[src/rtl/mesh_bcst_pkg.sv]
// Shared definitions for the mesh broadcast fan-out buffer: destination ID
// field layout and a helper that pulls the ID out of a packet header.
package mesh_bcst_pkg;

  localparam int ID_W       = 8;
  localparam int ROW_W      = 4;
  localparam int COL_W      = 4;
  // Widest packet the helper accepts; callers zero-extend into this.
  localparam int MAX_PCKG_W = 1024;

  typedef logic [ID_W-1:0] dest_id_t;

  // Destination ID lives in the top ID_W bits of a pw-bit packet.
  function automatic dest_id_t dest_of(input logic [MAX_PCKG_W-1:0] pkt,
                                       input int pw);
    return dest_id_t'(pkt >> (pw - ID_W));
  endfunction

endpackage

[src/rtl/mesh_bcst_decode.sv]
// Destination decode: maps a {row, col} ID to a per-channel delivery mask or
// flags the packet for dropping. Only the column selects the channel.
// Build option: MESH_BCST_EN enables the all-channels path for BDCST; without
// it the broadcast ID is treated as an invalid destination.
module mesh_bcst_decode import mesh_bcst_pkg::*; #(
  parameter int          NUM_CH = 4,
  parameter logic [7:0]  BDCST  = 8'hFF
) (
  input  logic [ID_W-1:0]   dst_i,
  output logic [NUM_CH-1:0] mask_o,
  output logic              drop_o
);

  logic [COL_W:0] col;

  assign col = {1'b0, dst_i[COL_W-1:0]};

  // Broadcast check first so its column bits never alias a real channel.
  always_comb begin
    mask_o = '0;
    drop_o = 1'b0;
    if (dst_i == BDCST) begin
`ifdef MESH_BCST_EN
      mask_o = '1;
`else
      drop_o = 1'b1;
`endif
    end else if (col < (COL_W+1)'(NUM_CH)) begin
      mask_o = NUM_CH'(1) << col;
    end else begin
      drop_o = 1'b1;
    end
  end

endmodule

[src/rtl/mesh_bcst_fanout.sv]
// Fan-out buffer: pops an upstream mesh FIFO, stores packets with a pending
// channel mask in a shared circular buffer and presents the head entry to
// NUM_CH consumers. The head retires once every addressed channel popped it.
// Build option: MESH_BCST_EN (see mesh_bcst_decode) enables broadcast.
module mesh_bcst_fanout import mesh_bcst_pkg::*; #(
  parameter int         PCKG_SZ    = 32,
  parameter int         FIFO_DEPTH = 16,
  parameter int         NUM_CH     = 4,
  parameter logic [7:0] BDCST      = 8'hFF
) (
  input  logic                               clk,
  input  logic                               reset,
  input  logic                               pndng_i_in,
  input  logic [PCKG_SZ-1:0]                 data_out_i_in,
  output logic                               popin,
  output logic [NUM_CH-1:0]                  pndng,
  output logic [NUM_CH*PCKG_SZ-1:0]          data_out,
  input  logic [NUM_CH-1:0]                  pop,
  output logic [$clog2(FIFO_DEPTH+1)-1:0]    count,
  output logic [15:0]                        drop_cnt
);

  localparam int PTR_W = $clog2(FIFO_DEPTH);
  localparam int CNT_W = $clog2(FIFO_DEPTH+1);

  logic [PCKG_SZ-1:0] pkt_q [FIFO_DEPTH];
  logic [NUM_CH-1:0]  msk_q [FIFO_DEPTH];
  logic [PTR_W-1:0]   wr_ptr_q, wr_ptr_d, rd_ptr_q, rd_ptr_d;
  logic [CNT_W-1:0]   count_q, count_d;
  logic [15:0]        drop_q, drop_d;

  dest_id_t           dst;
  logic [NUM_CH-1:0]  dec_mask, head_mask, head_rem;
  logic               dec_drop, not_empty, full, accept, store, retire;

  assign dst = dest_of(MAX_PCKG_W'(data_out_i_in), PCKG_SZ);

  mesh_bcst_decode #(.NUM_CH(NUM_CH), .BDCST(BDCST)) u_dec (
    .dst_i  (dst),
    .mask_o (dec_mask),
    .drop_o (dec_drop)
  );

  assign not_empty = (count_q != '0);
  assign full      = (count_q == CNT_W'(FIFO_DEPTH));
  // Full blocks accept even if the head retires this edge.
  assign accept    = pndng_i_in & ~full & ~reset;
  assign store     = accept & ~dec_drop;
  assign popin     = accept;

  assign head_mask = msk_q[rd_ptr_q];
  assign pndng     = not_empty ? head_mask : '0;
  // Pops against channels not pending are masked off here.
  assign head_rem  = head_mask & ~(pop & pndng);
  assign retire    = not_empty & (head_rem == '0);

  assign count    = count_q;
  assign drop_cnt = drop_q;

  genvar c;
  generate
    for (c = 0; c < NUM_CH; c++) begin : g_dout
      assign data_out[c*PCKG_SZ +: PCKG_SZ] = pkt_q[rd_ptr_q];
    end
  endgenerate

  // Next-state for pointers, occupancy and the saturating drop counter.
  always_comb begin
    wr_ptr_d = wr_ptr_q + PTR_W'(store);
    rd_ptr_d = rd_ptr_q + PTR_W'(retire);
    count_d  = count_q;
    case ({store, retire})
      2'b10:   count_d = count_q + CNT_W'(1);
      2'b01:   count_d = count_q - CNT_W'(1);
      default: count_d = count_q;
    endcase
    drop_d = drop_q;
    if (accept && dec_drop && (drop_q != 16'hFFFF)) drop_d = drop_q + 16'd1;
  end

  // State and buffer update; head mask write cannot collide with the tail
  // write because accept is blocked when full and the head is idle when empty.
  always_ff @(posedge clk) begin
    if (reset) begin
      wr_ptr_q <= '0;
      rd_ptr_q <= '0;
      count_q  <= '0;
      drop_q   <= '0;
      for (int i = 0; i < FIFO_DEPTH; i++) begin
        pkt_q[i] <= '0;
        msk_q[i] <= '0;
      end
    end else begin
      wr_ptr_q <= wr_ptr_d;
      rd_ptr_q <= rd_ptr_d;
      count_q  <= count_d;
      drop_q   <= drop_d;
      if (not_empty) msk_q[rd_ptr_q] <= head_rem;
      if (store) begin
        pkt_q[wr_ptr_q] <= data_out_i_in;
        msk_q[wr_ptr_q] <= dec_mask;
      end
    end
  end

endmodule

[config.mk]
export PLATFORM = sky130hd
export DESIGN_NAME = mesh_bcst_fanout
export DESIGN_NICKNAME = d
export VERILOG_FILES = /design/src/rtl/mesh_bcst_pkg.sv /design/src/rtl/mesh_bcst_decode.sv /design/src/rtl/mesh_bcst_fanout.sv
export SDC_FILE = /design/constraint.sdc
export NUM_CORES = 1
export LEC_CHECK = 0
export CORE_MARGIN = 10
export CORE_UTILIZATION = 64
export DETAILED_ROUTE_END_ITERATION = 10
export DONT_BUFFER_PORTS = 1
export PLACE_DENSITY = 0.8
export SETUP_SLACK_MARGIN = 0.5
export SLEW_MARGIN = 30
export SYNTH_ARGS = -nofsm -noshare
export SYNTH_HDL_FRONTEND = slang
export SYNTH_SLANG_ARGS = --single-unit
export TNS_END_PERCENT = 30
[constraint.sdc]
create_clock -name clk -period 4.62 [get_ports clk]
set_input_delay 0.924 -clock clk [delete_from_list [all_inputs] [get_ports clk]]
set_output_delay 0.924 -clock clk [all_outputs]
set_load 0.03 [all_outputs]
==> results of run 1 <==
-- kinds of logic after synthesis --
logic type | after synthesis
fa+ha+maj | 10
other cells | 1
mux | 181
xor+xnor | 9
simple gates | 605
compound gates | 133
buf+inv | 308
flops | 605
-- repair_timing --
item	in CTS	in global routing
gates cloned	1	0
setup endpoints to repair	128	36
hold endpoints to repair	0	0
buffers inserted	2	0
gates resized for setup	1	1
-- layout by cell type (no fill, tap or decap), types with 4 or more instances in the layout --
cell,count
a21o_1,18
a21oi_1,17
a22o_1,4
and3_1,481
buf_12,9
buf_4,38
clkbuf_1,20
clkbuf_16,61
clkinv_1,15
clkinv_2,8
conb_1,32
dfxtp_1,24
edfxtp_1,576
ha_1,9
inv_1,7
mux4_2,178
nand2_1,13
nand2_2,24
nand3_1,26
nor2_1,15
nor2b_1,8
o21ai_1,4
o22ai_1,64
o31ai_1,10
or4_1,12
xnor2_1,5
xor2_1,4
-- report_power, final --
group	switching (W)	internal (W)
registers	0.0000671	0.00618
clock network	0.00199	0.00240
logic	0.000561	0.000215
-- metal layers --
| layer | track usage | vias to the layer above | wire, µm |
|---|---|---|---|
| met1 | 0.336 | 8400 | 24800 |
| met5 | 0 | - | 0 |
| met2 | 0.434 | 1104 | 35100 |
| li1 | - | 6939 | - |
| met3 | 0.0592 | 192 | 7950 |
| met4 | 0.112 | 0 | 2810 |
-- stage by stage --
step | utilization | power (W) | cells
3_5_place_dp | 0.641 | 0.00713 | 2224
5_1_grt | 0.682 | 0.0117 | 2333
2_1_floorplan | - | 0.00702 | 1883
3_3_place_gp | 0.641 | 0.00710 | 2224
6_report | 0.682 | 0.0114 | 2333
4_1_cts | 0.682 | 0.0114 | 2333
-- state kept, by name (all words and copies together) (netlist names) --
register  cells
count         5
drop_cnt     16
msk_q        64
pkt_q       512
rd_ptr_q      4
wr_ptr_q      4
-- worst paths after layout --
| kind | start | endpoint | cells past startpoint |
|---|---|---|---|
| max | rd_ptr_q[3] | pndng[3] | 4 |
| min | reset | count[4] | 1 |
| max reg2reg | rd_ptr_q[0] | count[4] | 13 |
| min reg2reg | wr_ptr_q[2] | wr_ptr_q[2] | 2 |
-- area by class of cell --
cell class / instances / area share
clock buffers: 81 / 0.0532
clock inverters: 25 / 0.00370
inverters: 7 / 0.000873
multi-input cells: 970 / 0.304
flip-flops and latches: 605 / 0.594
well taps: 592 / 0.0246
repair buffers: 53 / 0.0196
==> out/metrics.csv, run 1 <==
stage,metric,value,unit
sta,period utilization,0.867,
placed_design,area post-placement,28300,µm²
synth,sequential element share of the synthesized area,0.628,
synth,Ys Warns,0,
synth,Post-Synth XOR/XNOR Area,0.00277,
synth,Async SR Flop Fraction,0,
synth,Yosys top cell area share,0.608,
sta,fin worst setup slack,0.613,ns
routing,Antenna Nets Post-Route,0,
die,Initial Util,0.645,
global_route,vias in the first global route,16834,
routing,routed via count,16635,
synth,syn_area_per_cell,15.4,µm²
synth,post-synthesis mux area share,0.142,
cts,TritonCTS clock tree,yes,
synth,"Distinct cells, synth",51,
critical_path,worst path arrival time,3.08,ns
synth,Post-Synth Adder-Cell Area,0.00466,
routing,via/cell ratio,7.13,
synth,cell count after synthesis,1852,
sta,RSZ-0062 raised after global routing,no,
run,MaxCap Viol Count,0,
cts,H-tree levels,2,
sta,fin crit period,4.01,ns
sta,headroom to the max-slew limit,0.287,
critical_path,CP Data Required Time,3.70,ns
hold_path,worst hold path type,in2reg,
critical_path,Worst setup SP type,register,
cts,CTS sink count,605,
synth,Post-synth top cells,"edfxtp_1 (576), and3_1 (481), mux4_2 (178)",
finish,fillcell total,2877,
global_route,first-pass GRT wire length,106000,µm
finish,layout net count,1745,
die,die footprint,53300,µm²
synth,ranking of synthesized cells by area,"edfxtp_1 (61%), mux4_2 (14%), and3_1 (11%), buf_4 (2.8%), dfxtp_1 (2.0%)",
die,Die H,231,µm
routing,DRC,0,
sta,final hold violations,0,
cts,clk_lat worst skew,0.62,ns
critical_path,CP cell instances,"buf_4, and2_1, a22o_1, a2bb2oi_1",
synth,Synth Area in Compound Gates,0.0320,
finish,area of the multi-input gates,9140,µm²
finish,Antenna Cells,0,
sta,setup TNS,0,ns
status,outcome,finished clean,
sta,Final Skew,0.0142,ns
synth,largest family of logic cells by synthesized area,multiplexers,
finish,Register Area,17900,µm²
power_and_ir_drop,peak supply drop,0.000355,V
global_route,GRT overflow,0,
placed_design,post-detail-place hpwl,37300,µm
sta,worst slew pin tran,1.06,ns
sta,fmax,250,MHz
cts,CTS root buffer,clkbuf_16,
critical_path,Slowest cell on crit path,dfxtp_2,
finish,layout cells sized above 1,0.201,
power_and_ir_drop,leak pwr,11.9,nW
cts,Num CTS Buffers,59,
global_route,initial antenna violation count,0,
critical_path,max incr delay on CP,0.72,ns
routing,starting DRC count in detailed routing,2390,
critical_path,Setup crit end kind,primary output,
synth,count of state elements after synthesis,605,
finish,Synth-to-Final Area Change,5.81,%
die,Die Width,231,µm
synth,predominant post-synthesis flop cell,edfxtp_1,
routing,DR pass1 iterations,5,
critical_path,buffers plus inverters on the worst setup path,1,
global_route,largest net degree at the start of global routing,121,
die,core footprint,44100,µm²
critical_path,WS Path Type,reg2out,
die,# IOs,193,
synth,largest area contributor in the netlist,edfxtp_1,
synth,post-synthesis cell area,28400,µm²
cts,hold buffer count at CTS,0,
critical_path,FF-to-FF setup slack,0.68,ns
placed_design,pre-CTS setup slack,0.811,ns
routing,WL final,70600,µm
placed_design,GPL Wtd Cong,0.886,
critical_path,"CP delay by family, top",compound AO/OA/AOI/OAI gates,
routing,Routed WL per cell,30.3,µm
synth,cell with the most instances after synthesis,edfxtp_1,
placed_design,number of port buffers,0,
synth,number of synthesized flops with an enable pin,576,
critical_path,worst-path fanout max,19,
power_and_ir_drop,PD cells,379,nW/µm²
finish,Finished Cell Area,30100,µm²
sta,Final Setup Violations,0,
sta,final hold slack,0.375,ns
cts,maximum root-to-sink buffer count,3,
cts,Worst-path clk slew,0.06,ns
sta,fin. max-slew vios,0,
synth,Synth Area in Simple Gates,0.132,
global_route,global-route usage over all layers,0.264,
die,floorplan row count,77,
(Power assumes the default switching activity.)
==> run 2, diff against run 1 <==
- CORE_UTILIZATION: 64 -> 59
- DONT_BUFFER_PORTS: 1 -> default
==> run 2 against run 1 <==
Routed wire length is 3.8% higher. First-iteration DRC count is 5.4% lower. Critical path depth is 1 higher. Final cell count is 9.4% higher. Register-to-register slack worse by 0.13 ns. Clock skew is 0.017 ns higher. Critical path type unchanged. Largest cell class unchanged. Largest power group unchanged.
==> out/metrics.csv, run 2 (synthesis gave the netlist of run 1 again) <==
stage,metric,value,unit,change
sta,Final Setup Violations,0,,unchanged
die,Die Width,240,µm,was 231 µm
critical_path,worst r2r src,rd_ptr_q[0],,unchanged
critical_path,max incr delay on CP,0.73,ns,was 0.72 ns
critical_path,FF-to-FF setup slack,0.55,ns,was 0.68 ns
hold_path,worst hold path type,reg2reg,,was in2reg
cts,Num CTS Buffers,59,,unchanged
cts,CTS sink count,605,,unchanged
routing,Antenna Nets Post-Route,0,,unchanged
critical_path,Worst setup SP type,register,,unchanged
cts,clk_lat worst skew,0.63,ns,was 0.62 ns
die,Die H,240,µm,was 231 µm
critical_path,R2R depth,14,,was 13
global_route,vias in the first global route,17581,,was 16.8k
finish,layout cells sized above 1,0.187,,was 0.201
placed_design,GPL Wtd Cong,0.892,,was 0.886
finish,number of flip-flops in the largest register,512,,unchanged
routing,via/cell ratio,6.79,,was 7.13
routing,routed via count,17329,,was 16.6k
finish,"commonest non-fill, non-tap cell in the layout",edfxtp_1,,unchanged
sta,headroom to the max-slew limit,0.318,,was 0.287
status,outcome,finished clean,,unchanged
cts,hold buffer count at CTS,0,,unchanged
die,# IOs,193,,unchanged
global_route,first-pass GRT wire length,109000,µm,was 106000 µm
placed_design,placed cell count,2436,,was 2224
die,floorplan row count,80,,was 77
global_route,initial antenna violation count,1,,was 0
global_route,largest net degree at the start of global routing,121,,unchanged
sta,fmax,239,MHz,was 250 MHz
critical_path,Slowest cell on crit path,clkdlybuf4s50_1,,was dfxtp_2
sta,RSZ-0062 raised after global routing,yes,,was no
cts,maximum root-to-sink buffer count,3,,unchanged
critical_path,CP cell instances,"buf_6, and2_1, a22o_1, a2bb2oi_1, clkdlybuf4s50_1",,"was buf_4, and2_1, a22o_1, a2bb2oi_1"
finish,Synth-to-Final Area Change,13.6,%,was 5.81%
critical_path,Setup crit end kind,primary output,,unchanged
finish,Reg with most FFs,pkt_q,,unchanged
placed_design,pre-CTS setup slack,0.545,ns,was 0.811 ns
critical_path,WS Path Type,reg2out,,unchanged
critical_path,worst-path fanout max,22,,was 19
power_and_ir_drop,leak pwr,13.0,nW,was 11.9 nW
critical_path,RR Endpoint,count[4],,unchanged
die,Initial Util,0.596,,was 0.645
finish,Register Area,17900,µm²,about the same
cts,TritonCTS clock tree,yes,,unchanged
routing,DR pass1 iterations,5,,unchanged
routing,WL final,73300,µm,was 70600 µm
sta,worst slew pin tran,1.01,ns,was 1.06 ns
finish,fillcell total,3088,,was 2877
global_route,met1 Use GR,0.314,,was 0.336
sta,fin crit period,4.19,ns,was 4.01 ns
cts,CTS root buffer,clkbuf_16,,unchanged
cts,H-tree levels,2,,unchanged
cts,Worst-path clk slew,0.06,ns,about the same
hold_path,beginning of the worst hold path,drop_cnt[15],,was reset
critical_path,"CP delay by family, top",buffers and inverters,,was compound AO/OA/AOI/OAI gates
hold_path,WHS Path Cells,2,,was 1
power_and_ir_drop,Power Total,0.0118,W,was 0.0114 W
global_route,GRT overflow,0,,unchanged
power_and_ir_drop,PD cells,366,nW/µm²,was 379 nW/µm²
finish,Antenna Cells,0,,unchanged
sta,fin worst setup slack,0.431,ns,was 0.613 ns
routing,Routed WL per cell,28.7,µm,was 30.3 µm
power_and_ir_drop,peak supply drop,0.000299,V,was 0.000355 V
sta,Final Skew,0.0309,ns,was 0.0142 ns
routing,DRC,0,,unchanged
global_route,grt peak-use layer,met2,,unchanged
finish,layout net count,1942,,was 1745
sta,fin. max-slew vios,0,,unchanged
placed_design,number of port buffers,192,,was 0
die,core footprint,47700,µm²,was 44100 µm²
global_route,met3 Use GR,0.0562,,was 0.0592
global_route,global-route usage over all layers,0.252,,was 0.264
sta,setup TNS,0,ns,unchanged
die,die footprint,57400,µm²,was 53300 µm²
routing,starting DRC count in detailed routing,2262,,was 2390
finish,Post-Layout Cell Count,2552,,was 2333
placed_design,post-detail-place hpwl,38800,µm,was 37300 µm
global_route,GR Layer Usage met2,0.427,,was 0.434
critical_path,buffers plus inverters on the worst setup path,2,,was 1
critical_path,worst path arrival time,3.26,ns,was 3.08 ns
sta,period utilization,0.907,,was 0.867
run,MaxCap Viol Count,0,,unchanged
critical_path,CP Data Required Time,3.70,ns,about the same
hold_path,Hold Path Sink,drop_cnt[15],,was count[4]
finish,most frequent cells in the layout,"edfxtp_1 (576), and3_1 (481), mux4_2 (178)",,unchanged
sta,final hold violations,0,,unchanged
finish,area of the multi-input gates,9130,µm²,was 9140 µm²
## run 2: worst min-delay path, stage by stage, from the launching register on
cell	delay, ns
dfxtp_1	0.34
o31ai_1	0.08
a21oi_1	0.06
## run 2: what timing repair did
item	4_1_cts	5_1_grt
setup endpoints to repair	131	110
hold endpoints to repair	0	0
cloned	2	2
resized for setup	25	20
setup buffers	5	2
## run 2: metal layers
metal / wire length, µm / part of all wire
met4: 2440 / 0.033
met5: 13 / 0.00018
met2: 37400 / 0.51
met1: 25900 / 0.35
met3: 7500 / 0.10
## run 2: report_power, final
group          total (W)  internal (W)  switching [W]
sequential       0.00624       0.00618      0.0000621
combinational    0.00104      0.000383       0.000658
clock            0.00455       0.00256        0.00200
total             0.0118       0.00912        0.00272
## run 2: how the worst max path moves through the flow
| stage | from | end | slack [ns] | cells past startpoint |
|---|---|---|---|---|
| 2_1_floorplan | reset | count[4] | 1.20 | 11 |
| 5_1_grt | rd_ptr_q[3] | pndng[3] | 0.39 | 5 |
| 4_1_cts | rd_ptr_q[0] | data_out[111] | 0.32 | 4 |
| 6_report | rd_ptr_q[3] | pndng[3] | 0.43 | 5 |
| 3_3_place_gp | rd_ptr_q[0] | count[4] | 0.63 | 12 |
| 3_5_place_dp | rd_ptr_q[0] | count[4] | 0.54 | 12 |
## run 2: metrics by stage
step / area (µm²) / util / hold WS, ns
2_1_floorplan: 28600 / - / 0.529
3_3_place_gp: 30300 / 0.635 / 0.488
3_5_place_dp: 30300 / 0.635 / 0.511
4_1_cts: 32200 / 0.674 / 0.518
5_1_grt: 32300 / 0.677 / 0.562
6_report: 32300 / 0.677 / 0.521
## run 2: final cells by class
class                      instances  area share
clock buffer                      74      0.0487
clock inverter                    31     0.00670
tap                              615      0.0238
sequential                       605       0.553
multi-input combinational        970       0.282
inverter                           7    0.000813
timing repair buffer             250      0.0841
